`src/rtl/deadlock_persist_detector.sv`:
```
// Deadlock persistence detector for the cnn_core kernel monitor.
// Declares a sticky deadlock once every dataflow process has been idle or
// blocked, with at least one process not idle and no AXIS port starved, for
// PERSIST_CYCLES consecutive cycles. Captures the offending vectors at the
// declaring edge for the simulation report.
module deadlock_persist_detector #(
    parameter int N_AXIS         = 2,
    parameter int N_INST         = 8,
    parameter int N_IDLE         = 12,
    parameter int PERSIST_CYCLES = 16,
    parameter int CNT_W          = 16
) (
    input  logic              clock,
    input  logic              reset,
    input  logic [N_AXIS-1:0] axis_block_sigs,
    input  logic [N_IDLE-1:0] inst_idle_sigs,
    input  logic [N_INST-1:0] inst_block_sigs,
    input  logic              clear,
    output logic              block,
    output logic [N_INST-1:0] block_snapshot,
    output logic [N_IDLE-1:0] idle_snapshot,
    output logic [CNT_W-1:0]  stall_count
);

    typedef enum logic [1:0] {RUN, SUSPECT, DEADLOCK} state_t;

    // Count value on the edge that completes persistence, and the saturated
    // value held while deadlocked.
    localparam logic [CNT_W-1:0] CNT_LAST = CNT_W'(PERSIST_CYCLES - 1);
    localparam logic [CNT_W-1:0] CNT_SAT  = CNT_W'(PERSIST_CYCLES);

    state_t           state, state_nxt;
    logic [CNT_W-1:0] cnt, cnt_nxt;
    logic             block_nxt;
    logic             load_snap;

    logic active, stuck, ext, cand;

    // Candidate condition: only the per-instance bits take part; the
    // sub-loop idle flags above N_INST are report-only.
    always_comb begin
        active = ~&inst_idle_sigs[N_INST-1:0];
        stuck  = &(inst_idle_sigs[N_INST-1:0] | inst_block_sigs);
        ext    = |axis_block_sigs;
        cand   = active & stuck & ~ext;
    end

    // Next-state, next-count and declaration logic; clear beats cand.
    always_comb begin
        state_nxt = state;
        cnt_nxt   = cnt;
        block_nxt = block;
        load_snap = 1'b0;
        case (state)
            RUN: begin
                cnt_nxt = '0;
                if (!clear && cand) begin
                    if (PERSIST_CYCLES == 1) begin
                        state_nxt = DEADLOCK;
                        cnt_nxt   = CNT_SAT;
                        block_nxt = 1'b1;
                        load_snap = 1'b1;
                    end else begin
                        state_nxt = SUSPECT;
                        cnt_nxt   = CNT_W'(1);
                    end
                end
            end
            SUSPECT: begin
                if (clear || !cand) begin
                    state_nxt = RUN;
                    cnt_nxt   = '0;
                end else if (cnt == CNT_LAST) begin
                    state_nxt = DEADLOCK;
                    cnt_nxt   = CNT_SAT;
                    block_nxt = 1'b1;
                    load_snap = 1'b1;
                end else begin
                    cnt_nxt = cnt + CNT_W'(1);
                end
            end
            DEADLOCK: begin
                if (clear) begin
                    state_nxt = RUN;
                    cnt_nxt   = '0;
                    block_nxt = 1'b0;
                end else begin
                    cnt_nxt = CNT_SAT;
                end
            end
            default: begin
                state_nxt = RUN;
                cnt_nxt   = '0;
                block_nxt = 1'b0;
            end
        endcase
    end

    // State, count, flag and snapshot registers; reset clears everything.
    always_ff @(posedge clock) begin
        if (reset) begin
            state          <= RUN;
            cnt            <= '0;
            block          <= 1'b0;
            block_snapshot <= '0;
            idle_snapshot  <= '0;
        end else begin
            state <= state_nxt;
            cnt   <= cnt_nxt;
            block <= block_nxt;
            if (load_snap) begin
                block_snapshot <= inst_block_sigs;
                idle_snapshot  <= inst_idle_sigs;
            end
        end
    end

    assign stall_count = cnt;

endmodule

```
`config.mk`:
```
export PLATFORM = sky130hd
export DESIGN_NAME = deadlock_persist_detector
export DESIGN_NICKNAME = d
export VERILOG_FILES = /design/src/rtl/deadlock_persist_detector.sv
export SDC_FILE = /design/constraint.sdc
export NUM_CORES = 1
export LEC_CHECK = 0
export ABC_AREA = 0
export CAP_MARGIN = 25
export CORE_MARGIN = 2
export CORE_UTILIZATION = 30
export CTS_BUF_LIST = sky130_fd_sc_hd__clkbuf_4 sky130_fd_sc_hd__clkbuf_8
export DETAILED_ROUTE_END_ITERATION = 8
export HOLD_SLACK_MARGIN = 0.1
export SLEW_MARGIN = 30
export SYNTH_ARGS = -nofsm -noshare
export SYNTH_HDL_FRONTEND = slang
export SYNTH_SLANG_ARGS = --single-unit
```
`constraint.sdc`:
```
create_clock -name clock -period 3.88 [get_ports clock]
set_input_delay 0.776 -clock clock [delete_from_list [all_inputs] [get_ports clock]]
set_output_delay 0.776 -clock clock [all_outputs]
set_load 0.03 [all_outputs]
```
## After elaboration in Yosys (flattened, before gate mapping)

Index checks and enable logic that the tools add are counted.

- Register bits after elaboration: 39
- Input port bits: 25
- Output and inout bits: 37

- Add/sub/neg operators: 1
- Eq/ne operators: 8
- Muxes and demuxes: 17
- Bitwise logic cells: 5
- Reductions and logical operators: 11

Operators with widths:

| operator | number |
|---|---|
| $pmux 16 s3 | 1 |
| $mux 16 | 2 |
| $add 16x1->16 const B | 1 |
| $eq 16x4->1 const B | 1 |
| $reduce_and 8->1 | 2 |
| $mux 2 | 4 |
| $ne 2x2->1 const B | 4 |
| $or 8x8->8 | 1 |
| $mux 1 | 7 |
| $pmux 2 s3 | 1 |
| $mux 5 | 1 |
| $reduce_and 4->1 | 1 |
| $logic_not 1->1 | 3 |
| $ne 3x3->1 const B | 1 |
| $pmux 1 s3 | 1 |
| $reduce_and 3->1 | 1 |
| $and 1x1->1 | 2 |
| $eq 2x1->1 const B | 1 |
| $eq 2x2->1 const B | 1 |
| $logic_not 2->1 | 1 |
| $not 1->1 | 2 |
| $reduce_or 2->1 | 1 |
| $logic_and 1x1->1 | 1 |
| $logic_or 1x1->1 | 1 |

## Longest topological paths before layout

Gate-level depths: netlist (run 1).

- Depth in word-level cells: 8
- Mapped depth: 8
- Mapped depth without buffers: 5

## Least setup slack after synthesis (run 1)

No wires, ideal clock.

- Path kind: input to register
- From: input port axis_block_sigs[1]
- To: register cnt[7], in the netlist stall_count[7]
- Setup time: 65 ps
- Arrival: 2699 ps
- Setup slack: 1116 ps
- Stages on the path: 8
- Cells stage by stage: or3_1 -> nor3_1 -> or4b_1 -> buf_2 -> or4_4 -> buf_6 -> buf_6 -> nor2_1

- Longest elaborated chain between the ends: 7

RTL lines:

| what | line | text |
|---|---|---|
| start, declared | 15 | `input logic [N_AXIS-1:0] axis_block_sigs,` |
| $reduce_or 2->1 | 44 | `ext = \|axis_block_sigs;` |
| $not 1->1 | 45 | `cand = active & stuck & ~ext;` |
| $and 1x1->1 | 45 |  |
| $logic_not 1->1 | 70 | `if (clear \|\| !cand) begin` |
| $logic_or 1x1->1 | 70 |  |
| $mux 16 | 70 |  |
| $pmux 16 s3 | 54 | `case (state)` |
| end signal, assigned | 109 | `cnt <= cnt_nxt;` |
| end, declared | 33 | `logic [CNT_W-1:0] cnt, cnt_nxt;` |

No other way between the ends.
A chain may end at the register's enable or synchronous reset.

## Worst setup path in the final report (run 1)

- From: input port clear
- To: register cnt[5], in the netlist stall_count[5]

- Longest elaborated chain between the ends: 3

RTL lines:

| what | line | text |
|---|---|---|
| start, declared | 18 | `input logic clear,` |
| $logic_or 1x1->1 | 70 |  |
| $mux 16 | 70 |  |
| $pmux 16 s3 | 54 |  |

No other way between the ends.

==> results of run 1 <==
layer usage:
metal	vias to the layer above	track usage, %	wire length, um
met5	-	0	0
met1	716	16.2	1930
li1	790	-	-
met3	8	5.27	351
met4	0	4.17	65
met2	71	19.2	1690
cells in the final DEF, fill, tap and decap left out, types with 5 or more instances in the layout:
| master | count |
|---|---|
| clkdlybuf4s50_1 | 61 |
| nand2b_1 | 40 |
| dfxtp_1 | 39 |
| mux2i_1 | 20 |
| nor2_1 | 19 |
| xnor2_1 | 10 |
| nand2_1 | 7 |
| nand4_1 | 6 |
| nor3_1 | 5 |
| nand3_1 | 5 |
| clkbuf_8 | 5 |
registers in the layout (all words and copies together) (netlist names):
register,cells
state,2
block,1
idle_snapshot,12
block_snapshot,8
stall_count,16
Yosys cell counts (3+ instances only):
library cell / instances / area share [%]
a21oi_1: 3 / 0.83
buf_2: 3 / 0.83
xnor2_1: 10 / 4.8
nand2_1: 7 / 1.4
dfxtp_1: 39 / 43
nor4_1: 4 / 1.4
clkbuf_1: 4 / 0.83
nand4_1: 6 / 2.1
o22ai_1: 4 / 1.4
nand3_1: 5 / 1.4
xor2_1: 4 / 1.9
nor3_1: 6 / 1.7
nand2b_1: 40 / 14
mux2i_1: 20 / 11
nor2_1: 19 / 3.9
critical path: stages:
cell and delay, ns:
clkdlybuf4s50_1 0.46, or3_1 0.35, nor3_1 0.17, or4b_1 0.59, or4_4 0.68, nor2_1 0.13
kinds of logic (layout without fill, tap and decap cells):
kind of cell,count (synthesis),in the layout,share of synthesized area (%)
buffers and inverters,12,73,3.72
flip-flops,39,39,43.0
AO/OA/AOI/OAI,12,12,4.41
AND/OR/NAND/NOR,98,98,30.3
multiplexers,20,20,11.0
XOR/XNOR,14,14,6.76
adder cells (fa/ha/maj),1,1,0.690
metrics by stage:
stage | power [W] | cell area, sq um | utilization, % | setup WS [ns]
final | 0.000730 | 2570 | 43.6 | 0.947
after global routing | 0.000763 | 2570 | 43.6 | 0.833
after global placement | 0.000463 | 2480 | 42.1 | 0.698
after detailed placement | 0.000462 | 2480 | 42.1 | 0.614
after floorplan | 0.000430 | 1810 | - | 1.12
after CTS | 0.000744 | 2570 | 43.6 | 0.914
worst max-delay path by stage:
stage	from	endpoint	slack (ns)	cells after the start
after floorplan	axis_block_sigs[1]	stall_count[7]	1.12	8
after global placement	clear	block_snapshot[0]	0.70	7
after detailed placement	clear	idle_snapshot[8]	0.61	7
after CTS	clear	idle_snapshot[8]	0.91	7
after global routing	clear	block_snapshot[1]	0.83	7
final	clear	stall_count[5]	0.95	6
where the power goes:
part	internal [W]	total [W]	switching (W)	leakage [nW]
combinational	0.0000334	0.0000515	0.0000181	0.428
clock	0.000140	0.000278	0.000138	0.0491
sequential	0.000400	0.000400	0.000000195	0.314
total	0.000574	0.000730	0.000156	0.791
final cells by class:
cell class | instances | share of cell area, %
inverters | 2 | 0.292
flip-flops and latches | 39 | 30.4
clock buffers | 7 | 3.27
clock inverters | 1 | 0.195
well taps | 75 | 3.65
repair buffers | 63 | 24.4
multi-input cells | 145 | 37.8
==> impl_metrics.py, run 1 <==
metrics = {
    "timing": {
        "skew_ns": 0.00611,
        "period_share_pct": 75.6,
        "fmax_mhz": 341,
        "setup_viol": 0,
        "rsz0062_at_grt": "false",
        "worstMarginPinSlew_ns": 0.509,
        "finalHoldWorstSlack_ns": 0.473,
        "setup_tns_ns": 0,
        "fin_crit_ns": 2.93,
        "maxSlewViolCount": 0,
        "final_hold_viol_count": 0,
        "timing.slew.headroom_pct": 65.8,
    },
    "clock_tree": {
        "clkTransAtPathRegs_ns": 0.07,
        "htreeDepth": 2,
        "cts_hold_buf": 0,
        "cts_setup_buffers": 0,
        "cts.sinks": 39,
        "insertion_delay_ns": 0.29,
        "post_cts_resized": 0,
        "cts_tree": "built",
        "cts_buffers": 5,
        "cts_root_buf": "clkbuf_8",
        "cts_max_path_buffers": 2,
    },
    "yosys": {
        "async_flop_share_pct": 0,
        "yosysWarningCount": 0,
        "ys_seq_elements": 39,
        "synthesis.area_sq_um": 1810,
        "syn_inst": 196,
        "ys_seq_area_share_pct": 43.0,
        "syn_nets": 222,
        "synthFlopType": "dfxtp_1",
        "synth_edf_count": 0,
        "ys_types": 33,
        "synth.avg_cell_area_sq_um": 9.26,
    },
    "pwr": {
        "powerDensity_nw_per_um2": 284,
        "p_leak_nw": 0.791,
        "vdd_drop_max_uv": 132,
    },
    "flow_run": {
        "drv_cap": 0,
    },
    "floorplanning": {
        "dieWidth_um": 81.8,
        "start_util_pct": 30.8,
        "design.die.area_sq_um": 6690,
        "row_count": 28,
        "core-area_sq_um": 5890,
        "die_h_um": 81.8,
        "ios": 62,
    },
    "final_layout": {
        "seq_area_sq_um": 781,
        "final_cell_count_no_fill": 332,
        "nets": 282,
        "multiInputGateArea_sq_um": 971,
        "antennaDiodeCount": 0,
        "syn2layout_area_growth_pct": 41.5,
        "n_fill_cell": 589,
        "drive_gt1_share_pct": 5.84,
    },
    "worst_setup_path": {
        "rr_endpoint": "idle_snapshot[8]",
        "rr_startpoint": "stall_count[0]",
        "startpoint_type": "input port",
        "r2r_setup_slack_ns": 1.91,
        "end_kind": "register",
        "critPathKind": "input port to register",
        "cp_max_fo": 14,
        "cp.required_ns": 4.10,
        "crit_arrival_ns": 3.16,
        "r2r_cells": 6,
    },
    "route": {
        "drtAntennaViolNets": 0,
        "vias": 1585,
        "firstDrtPassIters": 4,
        "drt-wirelength-per-cell_um": 12.2,
        "vias_per_cell": 4.77,
        "drc": 0,
        "drt_iter0_markers": 67,
        "routed_wl_mm": 4.04,
    },
    "min_path": {
        "whs_path_depth": 1,
        "hp-start": "block",
        "hold_path.class": "register to register",
        "min_to": "block",
    },
    "placed_design": {
        "io_buffer_count": 61,
        "gp_congestion": 0.774,
        "dp_cells": 324,
        "hpwl_mm": 2.92,
    },
    "global_routing": {
        "grt_use_total_pct": 12.6,
        "antenna_found_initial": 0,
        "grt_pass1_wl_mm": 6.56,
        "grt_max_degree": 46,
        "gr-total-overflow": 0,
        "grt_pass1_vias": 1412,
    },
    "run_status": {
        "status": "completed",
    },
}
Note: power is estimated with default switching activity, not from simulation.
==> inputs of run 2 (changes only) <==
- clock period: 3.88 -> 2.4 ns (I/O delays scaled with it)
==> impl_metrics.py, run 2 (synthesis gave the netlist of run 1 again) <==
metrics = {
    "worst_setup_path": {
        "end_kind": "register",
        "critPathKind": "input port to register",
        "cp_max_fo": 5,
        "cp.required_ns": 2.61,
        "crit_start": "inst_idle_sigs[5]",
        "crit_arrival_ns": 2.53,
        "rr_startpoint": "stall_count[1]",
        "startpoint_type": "input port",
    },
    "timing": {
        "timing.slew.headroom_pct": 70.4,
        "final_hold_viol_count": 0,
        "fmax_mhz": 431,
        "finalHoldWorstSlack_ns": 0.470,
        "skew_ns": 0.00795,
        "setup_viol": 0,
        "fin_crit_ns": 2.32,
        "rsz0062_at_grt": "false",
        "worstMarginPinSlew_ns": 0.440,
        "maxSlewViolCount": 0,
        "setup_tns_ns": 0,
        "period_share_pct": 96.6,
    },
    "min_path": {
        "hold_path.class": "register to register",
        "hp-start": "block",
    },
    "final_layout": {
        "drive_gt1_share_pct": 11.1,
        "syn2layout_area_growth_pct": 50.9,
        "largest_reg_flops": 16,
        "nets": 295,
        "layout_commonest_cell": "clkdlybuf4s50_1",
        "mostFrequentLayoutCells": "57 x clkdlybuf4s50_1, 40 x nand2b_1, 39 x dfxtp_1",
        "final_core_util_pct": 46.5,
    },
    "floorplanning": {
        "design.die.area_sq_um": 6690,
        "dieWidth_um": 81.8,
        "die_h_um": 81.8,
        "ios": 62,
        "row_count": 28,
        "core-area_sq_um": 5890,
        "start_util_pct": 30.8,
    },
    "pwr": {
        "p_sw_share_pct": 22.5,
        "p_sw_w": 0.000271,
        "clkPwrFrac_pct": 38.6,
        "p_int_w": 0.000935,
        "vdd_drop_max_uv": 200,
        "combPwrFrac_pct": 7.8,
        "power_frac_seq_pct": 53.6,
        "powerDensity_nw_per_um2": 440,
        "p_leak_nw": 0.923,
    },
    "route": {
        "drt-wirelength-per-cell_um": 12.8,
        "vias_per_cell": 4.65,
        "drc": 0,
        "firstDrtPassIters": 4,
        "drtAntennaViolNets": 0,
        "drt_iter0_markers": 46,
        "vias": 1609,
        "routed_wl_mm": 4.42,
    },
    "clock_tree": {
        "insertion_delay_ns": 0.29,
        "cts.sinks": 39,
        "clkTransAtPathRegs_ns": 0.07,
        "htreeDepth": 2,
        "cts_buffers": 5,
        "cts_max_path_buffers": 2,
        "cts_tree": "built",
        "cts_root_buf": "clkbuf_8",
    },
    "global_routing": {
        "grt_pass1_vias": 1583,
        "grt_use_total_pct": 14.3,
        "antenna_found_initial": 1,
        "grt_pass1_wl_mm": 7.31,
        "gr-total-overflow": 0,
        "grt_max_degree": 46,
    },
    "placed_design": {
        "hpwl_mm": 3.07,
        "io_buffer_count": 61,
        "gp_congestion": 0.782,
    },
    "flow_run": {
        "drv_cap": 0,
    },
    "run_status": {
        "status": "completed",
    },
}
run 2: what timing repair did:
action                     4_1_cts  5_1_grt
gates resized for setup          2        8
setup endpoints to repair       30       35
pin swaps                        2        3
buffers inserted                 1        1
gates cloned                     1        1
hold buffers                     0        0
run 2: per-stage QoR:
step / cells / instance area (sq um) / setup slack, ns / total power [W]
finish: 346 / 2740 / 0.0816 / 0.00121
global route: 346 / 2740 / 0.00205 / 0.00125
CTS: 344 / 2710 / 0.0207 / 0.00122
detailed placement: 334 / 2570 / -0.395 / 0.000756
global placement: 334 / 2570 / -0.343 / 0.000757
floorplan: 196 / 1810 / -0.0154 / 0.000694
run 2: routing by layer:
| metal | up-vias | wire length, um | global-route usage (%) |
|---|---|---|---|
| li1 | 819 | - | - |
| met1 | 714 | 1960 | 17.3 |
| met2 | 69 | 1960 | 22.6 |
| met3 | 7 | 444 | 6.48 |
| met4 | 0 | 55 | 4.50 |
| met5 | - | 0 | 0 |
run 2: worst paths after layout:
kind                            slack, ns          endpoint  cells past startpoint
worst max register to register       0.46  idle_snapshot[3]                      7
worst min register to register       0.47             block                      1
worst min-delay path                 0.47             block                      1
worst max-delay path                 0.08  idle_snapshot[3]                      8
run 2: final cells by class:
type                       instances  area (sq um)
multi-input combinational        145           986
inverter                           2          7.51
clock buffer                       7          83.8
clock inverter                     1          5.00
antenna                            1          2.50
sequential                        39           781
tap                               75          93.8
timing repair buffer              76           778
fill                             598          3150
run 2: power groups by stage:
stage               clock network [W]  logic [W]  registers [W]
finish                       0.000465  0.0000941       0.000647
detailed placement                  0  0.0000944       0.000662
floorplan                           0  0.0000321       0.000662
global placement                    0  0.0000954       0.000662
CTS                          0.000482  0.0000950       0.000647
global route                 0.000504   0.000102       0.000647
run 2: worst max-delay path, stage by stage:
cell and delay, ns:
clkdlybuf4s50_1 0.51, o22ai_1 0.13, nor3_2 0.18, or4b_4 0.51, nor3_4 0.25, buf_6 0.16
buf_16 0.12, mux2i_1 0.20
==> inputs of run 3 (changes only) <==
- ABC_AREA: 0 -> unset
- CORE_UTILIZATION: 30 -> 42
- PLACE_DENSITY: unset -> 0.78
==> impl_metrics.py, run 3 (synthesis gave the netlist of run 1 again) <==
metrics = {
    "worst_setup_path": {
        "end_kind": "register",
        "critPathKind": "input port to register",
        "cp.required_ns": 2.63,
        "cp_max_fo": 7,
        "slowest_stage": "or4_4",
        "r2r_setup_slack_ns": 0.43,
        "cp_cell_sequence": "clkdlybuf4s50_1 > o22ai_1 > nor3_2 > or4b_4 > or4_4 > nor2_2",
        "startpoint_type": "input port",
        "cp_slowest_stage_delay_ns": 0.60,
        "crit_arrival_ns": 2.59,
    },
    "final_layout": {
        "syn2layout_area_growth_pct": 48.6,
        "largest_reg_flops": 16,
        "mostFrequentLayoutCells": "58 x clkdlybuf4s50_1, 40 x nand2b_1, 39 x dfxtp_1",
        "final_core_util_pct": 66.0,
        "final_cell_count_no_fill": 321,
        "fin_area_sq_um": 2700,
        "antennaDiodeCount": 0,
        "layout_commonest_cell": "clkdlybuf4s50_1",
        "nets": 296,
        "drive_gt1_share_pct": 14.0,
    },
    "clock_tree": {
        "htreeDepth": 2,
        "cts.sinks": 39,
        "cts_tree": "built",
        "clkTransAtPathRegs_ns": 0.07,
        "cts_setup_buffers": 0,
        "insertion_delay_ns": 0.29,
        "cts_root_buf": "clkbuf_8",
        "cts_max_path_buffers": 2,
        "cts_buffers": 5,
    },
    "route": {
        "firstDrtPassIters": 4,
        "vias_per_cell": 4.93,
        "drtAntennaViolNets": 0,
        "vias": 1584,
        "drc": 0,
        "routed_wl_mm": 4.40,
        "drt_iter0_markers": 59,
        "drt-wirelength-per-cell_um": 13.7,
    },
    "placed_design": {
        "gp_congestion": 0.818,
        "hpwl_mm": 3.06,
        "place_area_sq_um": 2540,
        "io_buffer_count": 61,
        "place_ws_ns": -0.372,
        "dp_cells": 312,
    },
    "global_routing": {
        "grt_pass1_vias": 1457,
        "use_met1_pct": 22.6,
        "grt_max_degree": 46,
        "gr-total-overflow": 0,
        "grt_most_used_layer": "met2",
        "antenna_found_initial": 0,
        "grt_use_total_pct": 17.6,
        "grt_pass1_wl_mm": 6.87,
        "grt_use_met3_pct": 5.67,
        "use_met2_pct": 27.6,
    },
    "min_path": {
        "hold_path.class": "register to register",
    },
    "pwr": {
        "power_w": 0.00118,
        "p_leak_nw": 0.900,
        "powerDensity_nw_per_um2": 437,
        "vdd_drop_max_uv": 304,
    },
    "timing": {
        "rsz0062_at_grt": "false",
        "period_share_pct": 98.4,
        "final_hold_viol_count": 0,
        "fmax_mhz": 424,
        "skew_ns": 0.00781,
        "maxSlewViolCount": 0,
        "timing.slew.headroom_pct": 63.2,
        "setup_viol": 0,
        "fin_ws_ns": 0.0391,
        "fin_crit_ns": 2.36,
        "worstMarginPinSlew_ns": 0.547,
    },
    "floorplanning": {
        "ios": 62,
        "start_util_pct": 44.4,
        "row_count": 23,
        "die_h_um": 69.7,
        "design.die.area_sq_um": 4860,
        "core-area_sq_um": 4090,
        "dieWidth_um": 69.7,
    },
    "flow_run": {
        "drv_cap": 0,
    },
    "run_status": {
        "status": "completed",
    },
}
-- run 3: timing repair --
| item | 4_1_cts | 5_1_grt |
|---|---|---|
| pin swaps | 1 | 11 |
| endpoints found under the setup margin | 31 | 30 |
| hold buffers | 0 | 0 |
| gates cloned | 0 | 1 |
| resized for setup | 2 | 14 |
-- run 3: per-stage QoR --
step,hold WS [ns],setup TNS [ns]
after floorplan,0.482,-0.138
after global placement,0.454,-10.42
after detailed placement,0.462,-11.84
after CTS,0.475,0
after global routing,0.497,0
final,0.470,0
-- run 3: where the power goes --
group | total [W] | internal (W) | leakage (nW) | switching, W
sequential | 0.000647 | 0.000647 | 0.314 | 0.000000313
clock | 0.000433 | 0.000214 | 0.0446 | 0.000219
combinational | 0.0000986 | 0.0000641 | 0.541 | 0.0000345
total | 0.00118 | 0.000925 | 0.900 | 0.000254
-- run 3: worst max-delay path, delay by kind of cell --
kind	cells	cell delay [ns]
AO/OA/AOI/OAI	1	0.14
AND/OR/NAND/NOR	4	1.43
buffers and inverters	1	0.54
-- run 3: worst paths after layout --
kind	startpoint	endpoint	cells past startpoint
hold reg to reg	block	block	1
hold / removal	block	block	1
setup reg to reg	stall_count[12]	idle_snapshot[6]	5
setup / recovery	inst_idle_sigs[5]	stall_count[7]	6
-- run 3: layout make-up --
class	instances	area (sq um)
Timing Repair Buffer	76	738
Fill cell	354	1390
Inverter	2	7.51
Sequential cell	39	781
Tap cell	50	62.6
Clock buffer	6	76.3
Multi-Input combinational cell	146	1020
Clock inverter	2	12.5
-- run 3: layer usage --
layer  wire, um  vias to the layer above
li1           -                      822
met1       1970                      725
met2       2210                       33
met3        169                        4
met4         46                        0
met5          0                        -
